**src/rtl/console_in_if.sv**
```systemverilog
// Bus and host-character signals of the console RX block.
// The slave modport faces the block; the master modport faces the CPU/host side.
interface console_in_if;
    logic        req_i;
    logic        we_i;
    logic [31:0] addr_i;
    logic [31:0] wdata_i;
    logic [31:0] rdata_o;
    logic        src_valid_i;
    logic [7:0]  src_data_i;
    logic        irq_o;

    modport slave (
        input  req_i, we_i, addr_i, wdata_i, src_valid_i, src_data_i,
        output rdata_o, irq_o
    );

    modport master (
        output req_i, we_i, addr_i, wdata_i, src_valid_i, src_data_i,
        input  rdata_o, irq_o
    );
endinterface

```
**src/rtl/console_in.sv**
```systemverilog
// Console receive path: host characters land in a FIFO that the CPU drains
// through RX_DATA, with status/control registers and a level interrupt.
module console_in #(
    parameter int unsigned Depth  = 8,
    parameter int unsigned CountW = 9
) (
    input  logic         clk_i,
    input  logic         rst_i,
    console_in_if.slave  bus
);
    localparam int unsigned PtrW = (Depth > 1) ? $clog2(Depth) : 1;
    localparam logic [7:0] AddrData   = 8'h00;
    localparam logic [7:0] AddrStatus = 8'h04;
    localparam logic [7:0] AddrCtrl   = 8'h08;
    localparam logic [CountW-1:0] CountFull = CountW'(Depth);

    logic [7:0]        mem [Depth];
    logic [PtrW-1:0]   wr_ptr;
    logic [PtrW-1:0]   rd_ptr;
    logic [CountW-1:0] count;
    logic              overflow;
    logic              irq_en;
    logic [31:0]       rdata;
    logic              irq;

    logic        rd_c;
    logic        ctrl_wr_c;
    logic        not_empty_c;
    logic        full_c;
    logic        pop_c;
    logic        push_c;
    logic        flush_c;
    logic        clr_ov_c;
    logic        set_ov_c;
    logic [31:0] status_c;
    logic [31:0] rdata_c;
    logic        unused_bits;

    // Only the low address byte and the three control bits are meaningful.
    assign unused_bits = ^{bus.addr_i[31:8], bus.wdata_i[31:3]};

    // Access decode, FIFO push/pop arbitration and read-data mux.
    always_comb begin
        rd_c        = 1'b0;
        ctrl_wr_c   = 1'b0;
        pop_c       = 1'b0;
        push_c      = 1'b0;
        flush_c     = 1'b0;
        clr_ov_c    = 1'b0;
        set_ov_c    = 1'b0;
        rdata_c     = 32'h0;
        not_empty_c = (count != '0);
        full_c      = (count == CountFull);

        rd_c      = bus.req_i & ~bus.we_i;
        ctrl_wr_c = bus.req_i & bus.we_i & (bus.addr_i[7:0] == AddrCtrl);
        flush_c   = ctrl_wr_c & bus.wdata_i[0];
        clr_ov_c  = ctrl_wr_c & bus.wdata_i[1];
        pop_c     = rd_c & (bus.addr_i[7:0] == AddrData) & not_empty_c;

        // A pop frees a slot in the same cycle, so a full FIFO still accepts.
        push_c   = bus.src_valid_i & ~flush_c & (~full_c | pop_c);
        set_ov_c = bus.src_valid_i & ~flush_c & full_c & ~pop_c;

        status_c      = 32'(count) << 8;
        status_c[3:0] = {irq_en, overflow, full_c, not_empty_c};

        unique case (bus.addr_i[7:0])
            AddrData:   rdata_c = not_empty_c ? {23'h0, 1'b1, mem[rd_ptr]} : 32'h0;
            AddrStatus: rdata_c = status_c;
            AddrCtrl:   rdata_c = {29'h0, irq_en, 2'b00};
            default:    rdata_c = 32'h0;
        endcase
    end

    always_ff @(posedge clk_i or posedge rst_i) begin
        if (rst_i) begin
            wr_ptr   <= '0;
            rd_ptr   <= '0;
            count    <= '0;
            overflow <= 1'b0;
            irq_en   <= 1'b0;
            rdata    <= 32'h0;
            irq      <= 1'b0;
        end else begin
            if (flush_c) begin
                wr_ptr <= '0;
                rd_ptr <= '0;
                count  <= '0;
            end else begin
                if (push_c) wr_ptr <= wr_ptr + PtrW'(1);
                if (pop_c)  rd_ptr <= rd_ptr + PtrW'(1);
                count <= count + CountW'(push_c) - CountW'(pop_c);
            end

            if (set_ov_c)      overflow <= 1'b1;
            else if (clr_ov_c) overflow <= 1'b0;

            if (ctrl_wr_c) irq_en <= bus.wdata_i[2];
            if (rd_c)      rdata  <= rdata_c;
            irq <= irq_en & not_empty_c;
        end
    end

    // Storage needs no reset: pointers and count define what is valid.
    always_ff @(posedge clk_i) begin
        if (push_c) mem[wr_ptr] <= bus.src_data_i;
    end

    assign bus.rdata_o = rdata;
    assign bus.irq_o   = irq;
endmodule

```
**src/flat_wrapper.sv**
```systemverilog
// flat-port wrapper written by rule: the top's interface ports become plain ports
module console_in_flat 
#(
    parameter int unsigned Depth  = 8,
    parameter int unsigned CountW = 9
)
  (clk_i, rst_i, bus_req_i, bus_we_i, bus_addr_i, bus_wdata_i, bus_src_valid_i, bus_src_data_i, bus_rdata_o, bus_irq_o);
  console_in_if bus_i ();
  input  logic clk_i;
  input  logic rst_i;
  input wire logic [$bits(bus_i.req_i)-1:0] bus_req_i;
  input wire logic [$bits(bus_i.we_i)-1:0] bus_we_i;
  input wire logic [$bits(bus_i.addr_i)-1:0] bus_addr_i;
  input wire logic [$bits(bus_i.wdata_i)-1:0] bus_wdata_i;
  input wire logic [$bits(bus_i.src_valid_i)-1:0] bus_src_valid_i;
  input wire logic [$bits(bus_i.src_data_i)-1:0] bus_src_data_i;
  output wire logic [$bits(bus_i.rdata_o)-1:0] bus_rdata_o;
  output wire logic [$bits(bus_i.irq_o)-1:0] bus_irq_o;
  assign bus_i.req_i = bus_req_i;
  assign bus_i.we_i = bus_we_i;
  assign bus_i.addr_i = bus_addr_i;
  assign bus_i.wdata_i = bus_wdata_i;
  assign bus_i.src_valid_i = bus_src_valid_i;
  assign bus_i.src_data_i = bus_src_data_i;
  assign bus_rdata_o = bus_i.rdata_o;
  assign bus_irq_o = bus_i.irq_o;
  console_in #(.Depth(Depth), .CountW(CountW)) u_core (.clk_i(clk_i), .rst_i(rst_i), .bus(bus_i));
endmodule
```
**config.mk**
```make
export PLATFORM = sky130hd
export DESIGN_NAME = console_in_flat
export DESIGN_NICKNAME = d
export VERILOG_FILES = /design/src/rtl/console_in_if.sv /design/src/rtl/console_in.sv /design/src/flat_wrapper.sv
export SDC_FILE = /design/constraint.sdc
export NUM_CORES = 1
export LEC_CHECK = 0
export ABC_AREA = 0
export BUFFER_PORTS_ARGS = -buffer_cell sky130_fd_sc_hd__buf_2
export CELL_PAD_IN_SITES_DETAIL_PLACEMENT = 0
export CELL_PAD_IN_SITES_GLOBAL_PLACEMENT = 1
export CORE_MARGIN = 5
export CORE_UTILIZATION = 39
export DETAILED_ROUTE_END_ITERATION = 16
export PLACE_DENSITY = 0.74
export SLEW_MARGIN = 20
export SYNTH_ARGS = -nofsm -noshare
export SYNTH_HDL_FRONTEND = slang
export SYNTH_SLANG_ARGS = --single-unit
export TNS_END_PERCENT = 100
```
**constraint.sdc**
```tcl
create_clock -name clk_i -period 3.2 [get_ports clk_i]
set_input_delay 0.8 -clock clk_i [delete_from_list [all_inputs] [get_ports clk_i]]
set_output_delay 0.8 -clock clk_i [all_outputs]
set_load 0.05 [all_outputs]
```
Word level (Yosys, flattened, before mapping):

Memory sizes are Yosys's and may differ from the RTL's.
Cells that the tools add are included.
W data, S select, Z words.

* flip-flop bits (word level): 50
* bits in writable memories: 64
* bits of input ports: 77
* output and inout port bits: 33
* word-level logic and storage cells: 48
* memories: 1

Memory list
* u_core.mem: words 8, bits a word 8, read ports 1, clocked after Yosys merged registers in 0, write ports 1, line console_in.sv:17 `logic [7:0] mem [Depth];`

* add/sub/neg operators: 4
* eq/ne operators: 3
* multiplexer cells: 11
* bitwise logic cells: 17
* reductions and logical operators: 5

Operators by type and width (count)
* $pmux W32 S3: 1
* $mux W9: 2
* $and A1 B1 Y1: 12
* $mux W3: 4
* $add A9 B1 Y9: 1
* $eq A9 B4 Y1 const B: 1
* $reduce_bool A9 Y1: 1
* $sub A9 B1 Y9: 1
* $eq A8 B3 Y1 const B: 1
* $eq A8 B4 Y1 const B: 1
* $logic_not A8 Y1: 1
* $add A3 B1 Y3 const B: 2
* $reduce_bool A2 Y1: 3
* $mux W1: 4
* $not A1 Y1: 4
* $or A1 B1 Y1: 1

Longest topological paths before layout:

* word-level depth: 9
* mapped depth: 14
* mapped depth without buffers: 14

Worst setup path before layout:

Ideal clock, no wire load.

* kind: input to register
* start point: input bus_addr_i[1]
* end point: register u_core.count[6]
* setup time: 0.079 ns
* arrival: 3.596 ns
* required time: 3.121 ns
* setup slack: -0.476 ns
* cell stages on the path: 12
* path buffers: 2
* cell sequence: nor4_1 > and3_1 > and2_1 > clkbuf_1 > clkbuf_1 > nor3_1 > ha_1 > fa_1 > a211oi_1 > o31ai_1 > a21oi_1 > mux2i_1

* word-level cells in the longest chain between the ends: 9
* elaborated cells between the ends (all ways): 13
* classes of those cells: add/sub (2); eq/ne (1); mux (1); bitwise (8); reduce/logical (1)

Ends and longest elaborated chain
* start: declaration: line flat_wrapper.sv:13 `input wire logic [$bits(bus_i.addr_i)-1:0] bus_addr_i;`
* $eq A8 B4 Y1: line console_in.sv:56 `ctrl_wr_c = bus.req_i & bus.we_i & (bus.addr_i[7:0] == AddrCtrl);`
* $and A1 B1 Y1: line console_in.sv:56
* $and A1 B1 Y1: line console_in.sv:57 `flush_c = ctrl_wr_c & bus.wdata_i[0];`
* $not A1 Y1: line console_in.sv:62 `push_c = bus.src_valid_i & ~flush_c & (~full_c | pop_c);`
* $and A1 B1 Y1 (2 in series): line console_in.sv:62
* $add A9 B1 Y9: line console_in.sv:93 `count <= count + CountW'(push_c) - CountW'(pop_c);`
* $sub A9 B1 Y9: line console_in.sv:93
* $mux W9 *: line console_in.sv:86 `if (flush_c) begin`
* end signal: assignment: line console_in.sv:93
* end: declaration: line console_in.sv:20 `logic [CountW-1:0] count;`

Every way passes the cells marked *; elsewhere a longest branch is shown, timed or not.
A chain may end at the register's enable or synchronous reset.

Worst setup path in the final report:

* start point: input bus_addr_i[1]
* end point: register u_core.count[8]

Same word-level chain as after synthesis.

==> flow_metrics.tcl <==
set metrics [dict create \
    grt_pass1_vias 2896 \
    synthArstFlopShare_pct 35.4 \
    worst_clock_skew_ps 6.79 \
    max-vdd-ir-drop_v 0.000304 \
    tns_ps 0 \
    port_buffers 41 \
    synth.largest_area_cell "edfxtp_1" \
    drt-total-wl_um 9650 \
    worst-setup-path-type "input pin to register" \
    max_stage_delay_ps 560 \
    synth_most_common_cell "edfxtp_1" \
    grtUsageTotal_pct 14.2 \
    startpoint_type "input pin" \
    pin_count 110 \
    syn_area_per_cell_um2 14.4 \
    dp_hpwl_um 6850 \
    use_met2_pct 23.0 \
    die_area_um2 14100 \
    row_count 39 \
    fin_nets 505 \
    drt-pass1-iter-count 6 \
    status "finished, final reports clean" \
    timing.final.hold_violations 0 \
    min_path_type "register to register" \
    crit_chain "buf_6, or4_4, or4_4, and2_4, nor3_4, ha_2, fa_2, a211oi_2, o31a_1, o31a_1, mux2i_1" \
    fp.dieH_um 119 \
    synth_warnings 0 \
    drc 0 \
    syn_area_um2 4630 \
    cts_tree "yes" \
    clk_latency_ps 340 \
    ys.flop_type "edfxtp_1" \
    path_clk_slew_ps 70 \
    via_count 2869 \
    worstPathRequired_ps 3430 \
    synth_area_leaders "edfxtp_1 42%, dfrtp_1 19%, mux4_2 7.8%, ha_1 4.1%, mux2i_1 3.0%" \
    arrival_ps 3430 \
    r2r_cells 16 \
    netlist_instances 322 \
    grtUsageMet1_pct 18.9 \
    die_x_um 119 \
    power_frac_clock_pct 25.5 \
    maxSlewViolCount 0 \
    worst_setup_path_end_kind "register" \
    seq_area_frac_synth_pct 60.4 \
    wl_per_cell_um 17.2 \
    drive_gt1_share_pct 35.7 \
    swShare_pct 32.7 \
    power.leakage_nw 2.33 \
    cts_buffer_depth 2 \
    yosys.cell_types.count 51 \
    met3_usage_pct 3.55 \
    grt_overflow 0 \
    fin_crit_sh_pct 99.9 \
    cts_sinks 99 \
    worstPathMaxFanout 3 \
    coreArea_um2 11500 \
    synth_common_cells "64 x edfxtp_1, 35 x dfrtp_1, 21 x inv_1, 16 x mux4_2, 16 x nand2_1" \
    slew_headroom_pct 44.9 \
    intPower_w 0.00280 \
    antenna_found_initial 0 \
    p_per_area_nw_per_um2 736 \
    synth_edf_count 64 \
    htree_levels 3 \
    worstMarginPinSlew_ps 827 \
    drtIter0Drc 151 \
    grt_max_degree 22 \
    busiest_layer "met2" \
    root_buffer "clkbuf_16" \
    area_growth_pct 22.0 \
    post-route-min-period_ps 3200 \
    crit_slowest_cell "or4_4" \
    gp_congestion 0.806 \
    grt_setup_unrepaired "yes" \
    p_sw_w 0.00136 \
    combPwrFrac_pct 33.2 \
    start_util_pct 40.2 \
    ant_nets 0 \
    n_fill_cell 983 \
    ys_seq_elements 99 \
    diodes 0 \
    grt_pass1_wl_um 15400 \
    final_util_pct 49.0 \
    setup_viol 0 \
    hold_depth 2 \
    vias_per_cell 5.12 \
    numCtsBuffers 9 \
    maxCapViolations 0 \
    seq_power_share_pct 41.3 \
    synth_top_area_share_pct 41.5 \
    max_freq_mhz 313 \
    holdBufCountCts 0 \
]
-- power groups by stage --
| stage | sequential, W | combinational (W) | clock (W) |
|---|---|---|---|
| 2_1_floorplan | 0.00170 | 0.000961 | 0 |
| 3_3_place_gp | 0.00172 | 0.00129 | 0 |
| 3_5_place_dp | 0.00173 | 0.00132 | 0 |
| 4_1_cts | 0.00171 | 0.00134 | 0.00110 |
| 5_1_grt | 0.00174 | 0.00155 | 0.00114 |
| 6_report | 0.00172 | 0.00138 | 0.00106 |
-- stage by stage --
stage	total power [W]	hold slack, ps	cell area (um^2)	std cells	setup WS (ps)
finish	0.00416	485	5650	560	2.45
global route	0.00443	505	5650	560	-69.0
CTS	0.00414	488	5580	558	16.9
detailed placement	0.00305	472	5270	541	-369
global placement	0.00302	467	5270	541	-364
floorplan	0.00266	466	4700	336	-304
-- critical path: cells and delay by family --
kind	cells	cell delay, ps
AO/OA/AOI/OAI	3	660
adder cells (fa/ha/maj)	2	420
buffers and inverters	1	90
AND/OR/NAND/NOR	4	1320
multiplexers	1	130
-- cells in the final DEF (no fill, tap or decap), drive strengths merged, types with 10 or more instances in the layout --
cell,n
buf,92
mux2i,14
nor2,10
conb,15
nand2,16
edfxtp,64
mux4,16
dfrtp,35
inv,24
ha,15
-- layout make-up --
type                            count  area (um^2)  share of cell area (%)
Sequential cell                    99         2800                    49.5
Multi-Input combinational cell    189         1700                    30.1
Timing Repair Buffer               92          594                    10.5
Clock buffer                        9          225                    3.99
Tap cell                          143          179                    3.17
Inverter                           21         78.8                    1.40
Clock inverter                      7         72.6                    1.29
-- metal layers --
| metal | wire (um) | vias up |
|---|---|---|
| met5 | 0 | - |
| met4 | 99 | 0 |
| met2 | 4670 | 74 |
| met3 | 567 | 6 |
| met1 | 4320 | 1416 |
| li1 | - | 1373 |
-- cell families (layout without fill, tap and decap cells) --
| family | Yosys count | after routing | synth area share (%) |
|---|---|---|---|
| xor+xnor | 4 | 4 | 0.757 |
| mux | 31 | 31 | 11.1 |
| simple gates | 79 | 79 | 11.1 |
| buf+inv | 48 | 129 | 5.33 |
| flops | 99 | 99 | 60.4 |
| fa+ha+maj | 16 | 16 | 4.49 |
| compound gates | 44 | 44 | 6.73 |
| other cells | 1 | 15 | 0.0810 |
-- timing repair --
action / in CTS / in global routing
resized for setup: 1 / 9
pin swaps: 2 / 1
buffers inserted: 1 / 2
endpoints found under the setup margin: 1 / 3
-- path summary, 6_finish.rpt --
kind / from / to / slack (ps)
max in group asynchronous: rst_i / u_core.count[3]$_DFF_PP0_ / 1980
min in group asynchronous: rst_i / u_core.bus.rdata_o[16]$_DFFE_PP0P_ / 500
worst max register to register: u_core.count[6]$_DFF_PP0_ / u_core.count[6]$_DFF_PP0_ / 240
worst max-delay path: bus_addr_i[1] / u_core.count[8]$_DFF_PP0_ / 2
worst min-delay path: u_core.bus.rdata_o[7]$_DFFE_PP0P_ / u_core.bus.rdata_o[7]$_DFFE_PP0P_ / 490
worst min register to register: u_core.bus.rdata_o[7]$_DFFE_PP0P_ / u_core.bus.rdata_o[7]$_DFFE_PP0P_ / 490
-- state kept, by name (all words and copies together) (netlist names) --
name and count:
u_core.bus.rdata_o 17, u_core.wr_ptr 3, u_core.mem 64, u_core.bus.irq_o 1, u_core.irq_en 1, u_core.count 9, u_core.rd_ptr 3, u_core.overflow 1
No activity file was read; power rests on OpenSTA's default activity.
